**src/rtl/count_down_8bit.sv**
```systemverilog
// 8-bit down-counter with a reloadable start value, one-shot or periodic operation,
// pause, and a one-cycle terminal-count pulse, sequenced by an IDLE/RUN/DONE FSM.
module count_down_8bit #(
  parameter logic [7:0] RLD_INIT = 8'hFF
) (
  input  logic       clk,
  input  logic       resetn,
  input  logic       load,
  input  logic [7:0] load_val,
  input  logic       start,
  input  logic       pause,
  input  logic       auto_reload,
  output logic [7:0] count_out,
  output logic       tc,
  output logic       busy,
  output logic       done
);

  typedef enum logic [1:0] {
    ST_IDLE = 2'b00,
    ST_RUN  = 2'b01,
    ST_DONE = 2'b10
  } state_t;

  state_t     state;
  state_t     state_next;
  logic [7:0] rld;
  logic [7:0] rld_next;
  logic [7:0] count_next;
  logic       tc_next;
  logic       at_zero;

  assign at_zero = (count_out == 8'h00);

  always_ff @(posedge clk or negedge resetn) begin
    if (!resetn) begin
      state     <= ST_IDLE;
      count_out <= 8'h00;
      rld       <= RLD_INIT;
      tc        <= 1'b0;
    end else begin
      state     <= state_next;
      count_out <= count_next;
      rld       <= rld_next;
      tc        <= tc_next;
    end
  end

  // LOAD overrides everything else, including a coincident START.
  always_comb begin
    state_next = state;
    count_next = count_out;
    rld_next   = rld;
    tc_next    = 1'b0;
    if (load) begin
      rld_next   = load_val;
      count_next = load_val;
      state_next = ST_IDLE;
    end else begin
      case (state)
        ST_IDLE: begin
          if (start) state_next = ST_RUN;
        end
        ST_RUN: begin
          if (!pause) begin
            if (!at_zero) begin
              count_next = count_out - 8'd1;
            end else begin
              // AUTO_RELOAD matters only here, at the zero-count edge.
              tc_next = 1'b1;
              if (auto_reload) count_next = rld;
              else             state_next = ST_DONE;
            end
          end
        end
        ST_DONE: begin
          if (start) begin
            count_next = rld;
            state_next = ST_RUN;
          end
        end
        default: state_next = ST_IDLE;
      endcase
    end
  end

  assign busy = (state == ST_RUN);
  assign done = (state == ST_DONE);

endmodule

```
**config.mk**
```make
export PLATFORM = sky130hd
export DESIGN_NAME = count_down_8bit
export DESIGN_NICKNAME = d
export VERILOG_FILES = /design/src/rtl/count_down_8bit.sv
export SDC_FILE = /design/constraint.sdc
export NUM_CORES = 1
export LEC_CHECK = 0
export BUFFER_PORTS_ARGS = -buffer_cell sky130_fd_sc_hd__buf_2
export CORE_MARGIN = 3
export CORE_UTILIZATION = 52
export DETAILED_ROUTE_END_ITERATION = 6
export PLACE_DENSITY_LB_ADDON = 0.3
export SETUP_SLACK_MARGIN = 0.02
export SLEW_MARGIN = 20
export SYNTH_ARGS = -nofsm -noshare
export SYNTH_HDL_FRONTEND = slang
export SYNTH_SLANG_ARGS = --single-unit
```
**constraint.sdc**
```tcl
create_clock -name clk -period 2.3 [get_ports clk]
set_clock_uncertainty 0.2 [all_clocks]
set_input_delay 0.23 -clock clk [delete_from_list [all_inputs] [get_ports clk]]
set_output_delay 0.23 -clock clk [all_outputs]
set_load 0.01 [all_outputs]
```
* Word level (Yosys, flattened, before mapping) *
Index checks and enable logic that the tools add are counted.

storage, ports and cells
  input bits = 14
  register bits after elaboration = 19
  output and inout bits = 11
  word-level logic and storage cells = 35

operators by class
  reductions and logical operators = 6
  mux-type cells = 16
  eq/ne operators = 8
  $add $sub $neg = 1

operators by type and width
  operator               number
  $mux W8                5
  $pmux W8 S2            1
  $mux W2                5
  $ne A3 B3 Y1 const B   3
  $logic_not A8 Y1       1
  $reduce_and A4 Y1      2
  $sub A8 B1 Y8 const B  1
  $mux W1                4
  $ne A4 B4 Y1 const B   1
  $pmux W2 S2            1
  $ne A3 B1 Y1 const B   1
  $ne A3 B2 Y1 const B   1
  $reduce_bool A3 Y1     1
  $eq A2 B1 Y1 const B   1
  $eq A2 B2 Y1 const B   1
  $logic_not A2 Y1       1
  $reduce_or A2 Y1       1

* Logic depth before layout (Yosys ltp) *
Gate-level depths: netlist (run 1).

  word-level depth = 5
  depth in mapped cells = 8
  mapped depth without buffers = 7

* Worst setup path before layout (run 1) *
OpenSTA, ideal clock, no wires.

  path kind = reg-to-reg
  start point = reg count_out[0]
  end point = reg count_out[1]
  stages on the path, launching flop included = 9
  required time = 1974 ps
  arrival time = 1753 ps
  buffers on the path = 1
  setup slack = 220 ps
  period minus slack after synthesis = 2080 ps
  setup time = 126 ps
  cell sequence = dfrtp_1 > inv_1 > ha_1 > nor4b_4 > nand3b_2 > a221o_1 > buf_6 > o21ai_0 > o22ai_1

on the way
  longest elaborated chain between the ends = 5
  elaborated cells between the ends (all ways) = 8
  those cells by class = add/sub (1); eq/ne (1); mux (4); reduce/logical (2)

ends and longest elaborated chain
  what                                                      line    RTL
  start, declared                                           13      output logic [7:0] count_out,
  start signal, assigned                                    43      count_out <= count_next;
  $sub A8 B1 Y8 / $logic_not A8 Y1 (equally long branches)  67, 33
  $mux W8                                                   66      if (!at_zero) begin
  $mux W8                                                   65      if (!pause) begin
  $pmux W8 S2                                               60      case (state)
  $mux W8                                                   55      if (load) begin

Parallel ways exist; a longest one is shown, timed or not. The select of a mux whose other input is x is not followed.
A chain may end at the register's enable or synchronous reset.

* Worst setup path after layout (run 1) *
  start point = reg count_out[0]
  end point = reg count_out[4]

The elaborated chain is that of the path after synthesis.

==> impl_metrics.json, run 1 <==
{
  "status": "completed",
  "diodes": 0,
  "drv_slew": 0,
  "ys_top_cells_by_area": "dfrtp_1 (25%), dfstp_2 (19%), o21ai_0 (5.5%)",
  "sw_frac_of_total_pct": 33.3,
  "vias": 1065,
  "cts_tree": "done",
  "critical_path_class": "reg -> reg",
  "grt_max_degree": 27,
  "finalNetCount": 176,
  "die-width_um": 51.8,
  "post-route-util_pct": 76.3,
  "cts-buffers-inserted": 3,
  "clock-sinks": 19,
  "route.detailed.drc": 0,
  "insertion_delay_ns": 0.30,
  "synth_fp_nets": 134,
  "antenna_found_initial": 0,
  "num_rows": 15,
  "nFillCells": 134,
  "layout-drive-gt1-share_pct": 34.6,
  "cap_violations": 0,
  "seq_area_frac_synth_pct": 44.5,
  "internal_power_w": 0.000582,
  "gp_congestion": 0.847,
  "synth_cell_types": 39,
  "start_kind": "register",
  "min_period_ns": 2.21,
  "grt_setup_unrepaired": "yes",
  "grt_first_pass_wirelength_mm": 4.31,
  "setup_viol": 0,
  "dp.final_hpwl_mm": 1.88,
  "hp-class": "in -> reg",
  "ys_ff_latch": 19,
  "drtAntennaViolNets": 0,
  "arrival_ns": 2.19,
  "grt.overflow.total": 0,
  "max_stage_delay_ns": 0.42,
  "comb_power_share_pct": 31.2,
  "pwr_density_cell_nw_per_um2": 615,
  "power_frac_seq_pct": 49.5,
  "first_global_vias": 968,
  "syn_area_um2": 1090,
  "start_util_pct": 58.7,
  "cp-end-kind": "register",
  "core_area_um2": 1860,
  "fin_cells": 184,
  "io_buffers": 24,
  "final_hold_viol_count": 0,
  "fmax_mhz": 453,
  "placed_cells": 167,
  "power.static_leakage_nw": 0.699,
  "maxSlewHeadroom_pct": 65.9,
  "power.switching_w": 0.000290,
  "io_pins": 25,
  "drt_wl_total_mm": 2.84,
  "via_per_inst": 5.79,
  "slowest_stage": "dfrtp_1",
  "dr.pass1.iters": 4,
  "cts_buffer_depth": 2,
  "drtIter0Drc": 37,
  "path_clk_slew_ns": 0.11,
  "areaGrowthSynthToFinish_pct": 30.1,
  "track_usage_pct": 21.7,
  "synth_top_cell_area_share_pct": 25.3,
  "die-height_um": 51.8,
  "required_ns": 2.29,
  "postSynthAreaPerCell_um2": 9.24,
  "die_area_um2": 2680,
  "worst_slew_pin_slew_ns": 0.509,
  "irDropWorstVdd_mv": 0.463,
  "crit_path_frequent_cell": "buf_4",
  "wire_per_inst_um": 15.4,
  "root_buffer": "clkbuf_4",
  "cp_cell_sequence": "inv_2 -> ha_1 -> nor4b_4 -> buf_4 -> a21oi_2 -> buf_4 -> nand2_1 -> a32o_1 -> a22o_1",
  "fin_crit_sh_pct": 95.9,
  "yosysWarningCount": 0,
  "worstPathMaxFanout": 7,
  "clock_power_share_pct": 19.2,
  "post-synth-top-area-cell": "dfrtp_1",
  "netlist_instances": 118,
  "htreeDepth": 1
}
synth_stat cells:
cell and number:
dfrtp_1 11, o31ai_1 1, ha_1 2, o2bb2ai_1 1
buf_6 1, a32o_1 1, a41oi_1 1, a221oi_1 1
dfstp_2 8, a221o_1 2, o221ai_1 1, clkbuf_1 3
nor4b_4 1, a31oi_1 5, nor2b_1 4, nor3_2 1
buf_2 1, mux2_2 1, o21ai_0 12, a211oi_1 1
a21oi_1 4, o2111ai_1 1, o22ai_1 1, a2111oi_0 1
nand2_1 12, xnor2_1 1, inv_1 13, nand3_1 1
nor2_1 9, a22o_1 1, or3b_2 1, a31o_2 1
nor3b_1 1, o211ai_1 4, nor3_1 1, nor4_1 1
nand3b_2 1, mux2i_1 2, nand2b_1 3
state kept, by name, indices dropped and copies added, names as in the netlist:
signal / cells
state: 2
tc: 1
rld: 8
count_out: 8
worst paths after layout:
| kind | from | to | slack, ns | depth (start not counted) |
|---|---|---|---|---|
| worst max-delay path | count_out[0] | count_out[4] | 0.09 | 9 |
| worst min-delay path | load_val[4] | rld[4] | 0.03 | 3 |
| worst max register to register | count_out[0] | count_out[4] | 0.09 | 9 |
| worst min register to register | rld[7] | rld[7] | 0.28 | 2 |
| max in group asynchronous | resetn | rld[7] | 1.37 | 2 |
| min in group asynchronous | resetn | count_out[0] | 0.18 | 2 |
power groups by stage:
stage / sequential [W] / combinational (W) / clock (W)
2_1_floorplan: 0.000445 / 0.000135 / 0
3_3_place_gp: 0.000432 / 0.000232 / 0
3_5_place_dp: 0.000435 / 0.000242 / 0
4_1_cts: 0.000429 / 0.000256 / 0.000174
5_1_grt: 0.000437 / 0.000299 / 0.000189
6_report: 0.000432 / 0.000273 / 0.000168
per-stage QoR:
| step | total power [W] | instance area, um^2 | worst slack (ns) | TNS (ns) | hold slack [ns] |
|---|---|---|---|---|---|
| floorplan | 0.000580 | 1090 | 0.220 | 0 | -0.266 |
| global placement | 0.000664 | 1250 | 0.0802 | 0 | -0.0138 |
| detailed placement | 0.000677 | 1250 | -0.0490 | -0.0704 | -0.0139 |
| CTS | 0.000860 | 1370 | 0.0456 | 0 | 0.00604 |
| global route | 0.000925 | 1420 | 0.000573 | 0 | 0.0547 |
| finish | 0.000872 | 1420 | 0.0934 | 0 | 0.0300 |
worst max-delay path: cells and delay by family, from the launching register on:
family,cells,cell delay [ns]
compound gates,3,0.65
fa+ha+maj,1,0.20
simple gates,2,0.19
buf+inv,3,0.43
flops,1,0.42
what timing repair did:
action,CTS,global route
endpoints found under the hold margin,30,0
endpoints found under the setup margin,6,8
hold buffers,8,0
pin swaps,1,1
gates cloned,0,1
gates resized for setup,1,5
setup buffers,1,3
cell type report:
type | instances | area [um^2] | area share [%]
multi-input cells | 82 | 558 | 39.4
flip-flops and latches | 19 | 485 | 34.2
repair buffers | 41 | 268 | 18.9
inverters | 13 | 48.8 | 3.44
well taps | 25 | 31.3 | 2.21
clock buffers | 4 | 26.3 | 1.85
layout by cell type, fill, tap and decap left out, types with 3 or more instances in the layout:
master and count:
a31oi_1 5, nand2_1 12, inv_1 11, dfstp_2 8, o21ai_0 12, nor2_1 9, nor2b_1 4, o211ai_1 4
buf_4 9, clkbuf_4 3, dlygate4sd3_1 8, dfrtp_1 11, nand2b_1 3, a21oi_1 3, buf_2 24
cells by family after synthesis:
group | after synthesis | share of synthesized area (%)
and+or+nand+nor | 36 | 18.4
DFF | 19 | 44.5
muxes | 3 | 2.87
adders and majority gates | 2 | 2.30
AOI/OAI and AO/OA | 39 | 24.1
xor gates and xnor gates | 1 | 0.804
buffers and inverters | 18 | 7.00
routing by layer:
metal  GRT usage (%)  share of wire (%)  vias to the layer above
li1                -                  -                      510
met1            26.6                 43                      506
met2            37.9                 49                       40
met3            2.87                5.1                        9
met4            9.61                2.6                        0
met5               0                  0                        -
Power figures use the tool's default switching activity.
==> inputs of run 2 (changes only) <==
- BUFFER_PORTS_ARGS: -buffer_cell sky130_fd_sc_hd__buf_2 -> default
- CORE_UTILIZATION: 52 -> 25
- DONT_BUFFER_PORTS: default -> 1
==> run 2 against run 1 <==
  * Routed wire length increased by 3.6%
  * Final area is 1.5% lower
  * Largest cell class unchanged
  * Critical path type unchanged
  * Clock-buffer cell count unchanged
  * Clock power up 42%
==> impl_metrics.json, run 2 (synthesis results as in run 1) <==
{
  "route.detailed.drc": 0,
  "num_rows": 23,
  "maxSlewHeadroom_pct": 40.9,
  "nFillCells": 432,
  "dr.pass1.iters": 4,
  "drt_wl_total_mm": 2.94,
  "critical_path_class": "reg -> reg",
  "finalNetCount": 160,
  "pwr_density_cell_nw_per_um2": 666,
  "die-width_um": 72.0,
  "layout_commonest_cell": "buf_4",
  "power.switching_w": 0.000293,
  "status": "completed",
  "core_area_um2": 4120,
  "first_global_vias": 990,
  "setup_viol": 0,
  "vias": 1006,
  "areaGrowthSynthToFinish_pct": 28.1,
  "antenna_found_initial": 0,
  "start_util_pct": 26.5,
  "die-height_um": 72.0,
  "internal_power_w": 0.000636,
  "fmax_mhz": 448,
  "arrival_ns": 2.17,
  "htreeDepth": 1,
  "cp-end-kind": "register",
  "setup_tns_ns": 0,
  "comb_power_share_pct": 29.7,
  "max_stage_delay_ns": 0.45,
  "root_buffer": "clkbuf_8",
  "track_usage_pct": 11.4,
  "power_frac_seq_pct": 44.8,
  "reg_top3": "count_out: 8 flops, rld: 8 flops, state: 2 flops",
  "cp_cell_sequence": "inv_2 -> ha_1 -> nor4b_4 -> buf_4 -> nand3b_2 -> a221o_2 -> o2111ai_1 -> o211ai_1",
  "grt.overflow.total": 0,
  "post-route-util_pct": 33.9,
  "cts_tree": "done",
  "die_area_um2": 5190,
  "io_pins": 25,
  "wire_per_inst_um": 15.3,
  "path_clk_slew_ns": 0.08,
  "sw_frac_of_total_pct": 31.5,
  "irDropWorstVdd_mv": 0.255,
  "start_kind": "register",
  "gp_congestion": 0.835,
  "insertion_delay_ns": 0.26,
  "dp.final_hpwl_mm": 1.99,
  "grt_first_pass_wirelength_mm": 4.69,
  "worst_slew_pin_slew_ns": 0.884,
  "slowest_stage": "a221o_2",
  "clock_power_share_pct": 25.6,
  "min_period_ns": 2.23,
  "cap_violations": 0,
  "io_buffers": 0,
  "hp-class": "in -> reg",
  "worstPathMaxFanout": 7,
  "drtAntennaViolNets": 0,
  "diodes": 0,
  "grt_max_degree": 24,
  "cts_buffer_depth": 2,
  "grt_setup_unrepaired": "yes",
  "via_per_inst": 5.21,
  "final_cell_mix": "buf_4 (14), nand2_1 (12), o21ai_0 (12)",
  "fin_crit_sh_pct": 97.0,
  "layout-drive-gt1-share_pct": 23.8,
  "required_ns": 2.24,
  "drtIter0Drc": 58,
  "final_hold_viol_count": 0,
  "power.static_leakage_nw": 0.617,
  "cts-buffers-inserted": 3,
  "drv_slew": 0,
  "clock-sinks": 19
}
==> run 2: power groups by stage <==
stage	sequential [W]	combinational, W	clock (W)
3_3_place_gp	0.000420	0.000239	0
2_1_floorplan	0.000445	0.000135	0
3_5_place_dp	0.000421	0.000241	0
6_report	0.000416	0.000276	0.000238
4_1_cts	0.000415	0.000271	0.000245
5_1_grt	0.000421	0.000308	0.000258
==> run 2: worst max-delay path: cells and delay by family, from the launching register on <==
family | cells | cell delay [ns]
AO/OA/AOI/OAI | 3 | 0.70
adder cells (fa/ha/maj) | 1 | 0.15
buffers and inverters | 2 | 0.27
AND/OR/NAND/NOR | 2 | 0.41
flip-flops | 1 | 0.40
==> run 2: stage by stage <==
stage	instances	setup WS (ns)	hold slack [ns]	total power [W]	instance area [um^2]
5_1_grt	193	0.000438	0.0462	0.000986	1400
3_3_place_gp	175	0.0571	-0.265	0.000659	1210
3_5_place_dp	175	0.0129	-0.265	0.000662	1210
2_1_floorplan	118	0.220	-0.266	0.000580	1090
6_report	193	0.0683	0.000750	0.000929	1400
4_1_cts	191	0.0726	0.0000615	0.000932	1380
==> run 2: final cells by class <==
cell class / instances / area, um^2 / area share (%)
well taps: 50 / 62.6 / 4.48
multi-input cells: 82 / 539 / 38.6
clock buffers: 4 / 45.0 / 3.23
repair buffers: 25 / 215 / 15.4
flip-flops and latches: 19 / 485 / 34.8
inverters: 13 / 48.8 / 3.49
==> run 2: final timing paths <==
path,from,to,slack (ns),cells past startpoint
min,start,state[1],0.0007,3
max in group asynchronous,resetn,count_out[6],1.02,1
max,count_out[0],count_out[0],0.07,8
min reg2reg,rld[7],rld[7],0.28,2
min in group asynchronous,resetn,count_out[4],0.33,1
max reg2reg,count_out[0],count_out[0],0.07,8
==> run 2: routing by layer <==
metal	GRT usage [%]	part of all wire [%]	vias up	routed length, um
li1	-	-	479	-
met1	15.4	46	485	1350
met5	0	0	-	0
met2	17.6	44	40	1300
met4	3.13	0.71	0	21
met3	3.60	9.5	2	279
==> run 2: what timing repair did <==
action	CTS	global route
hold buffers	12	0
pin swaps	0	2
resized for setup	1	2
setup endpoints to repair	1	7
cloned	0	1
hold endpoints to repair	37	0
buffers inserted	0	2
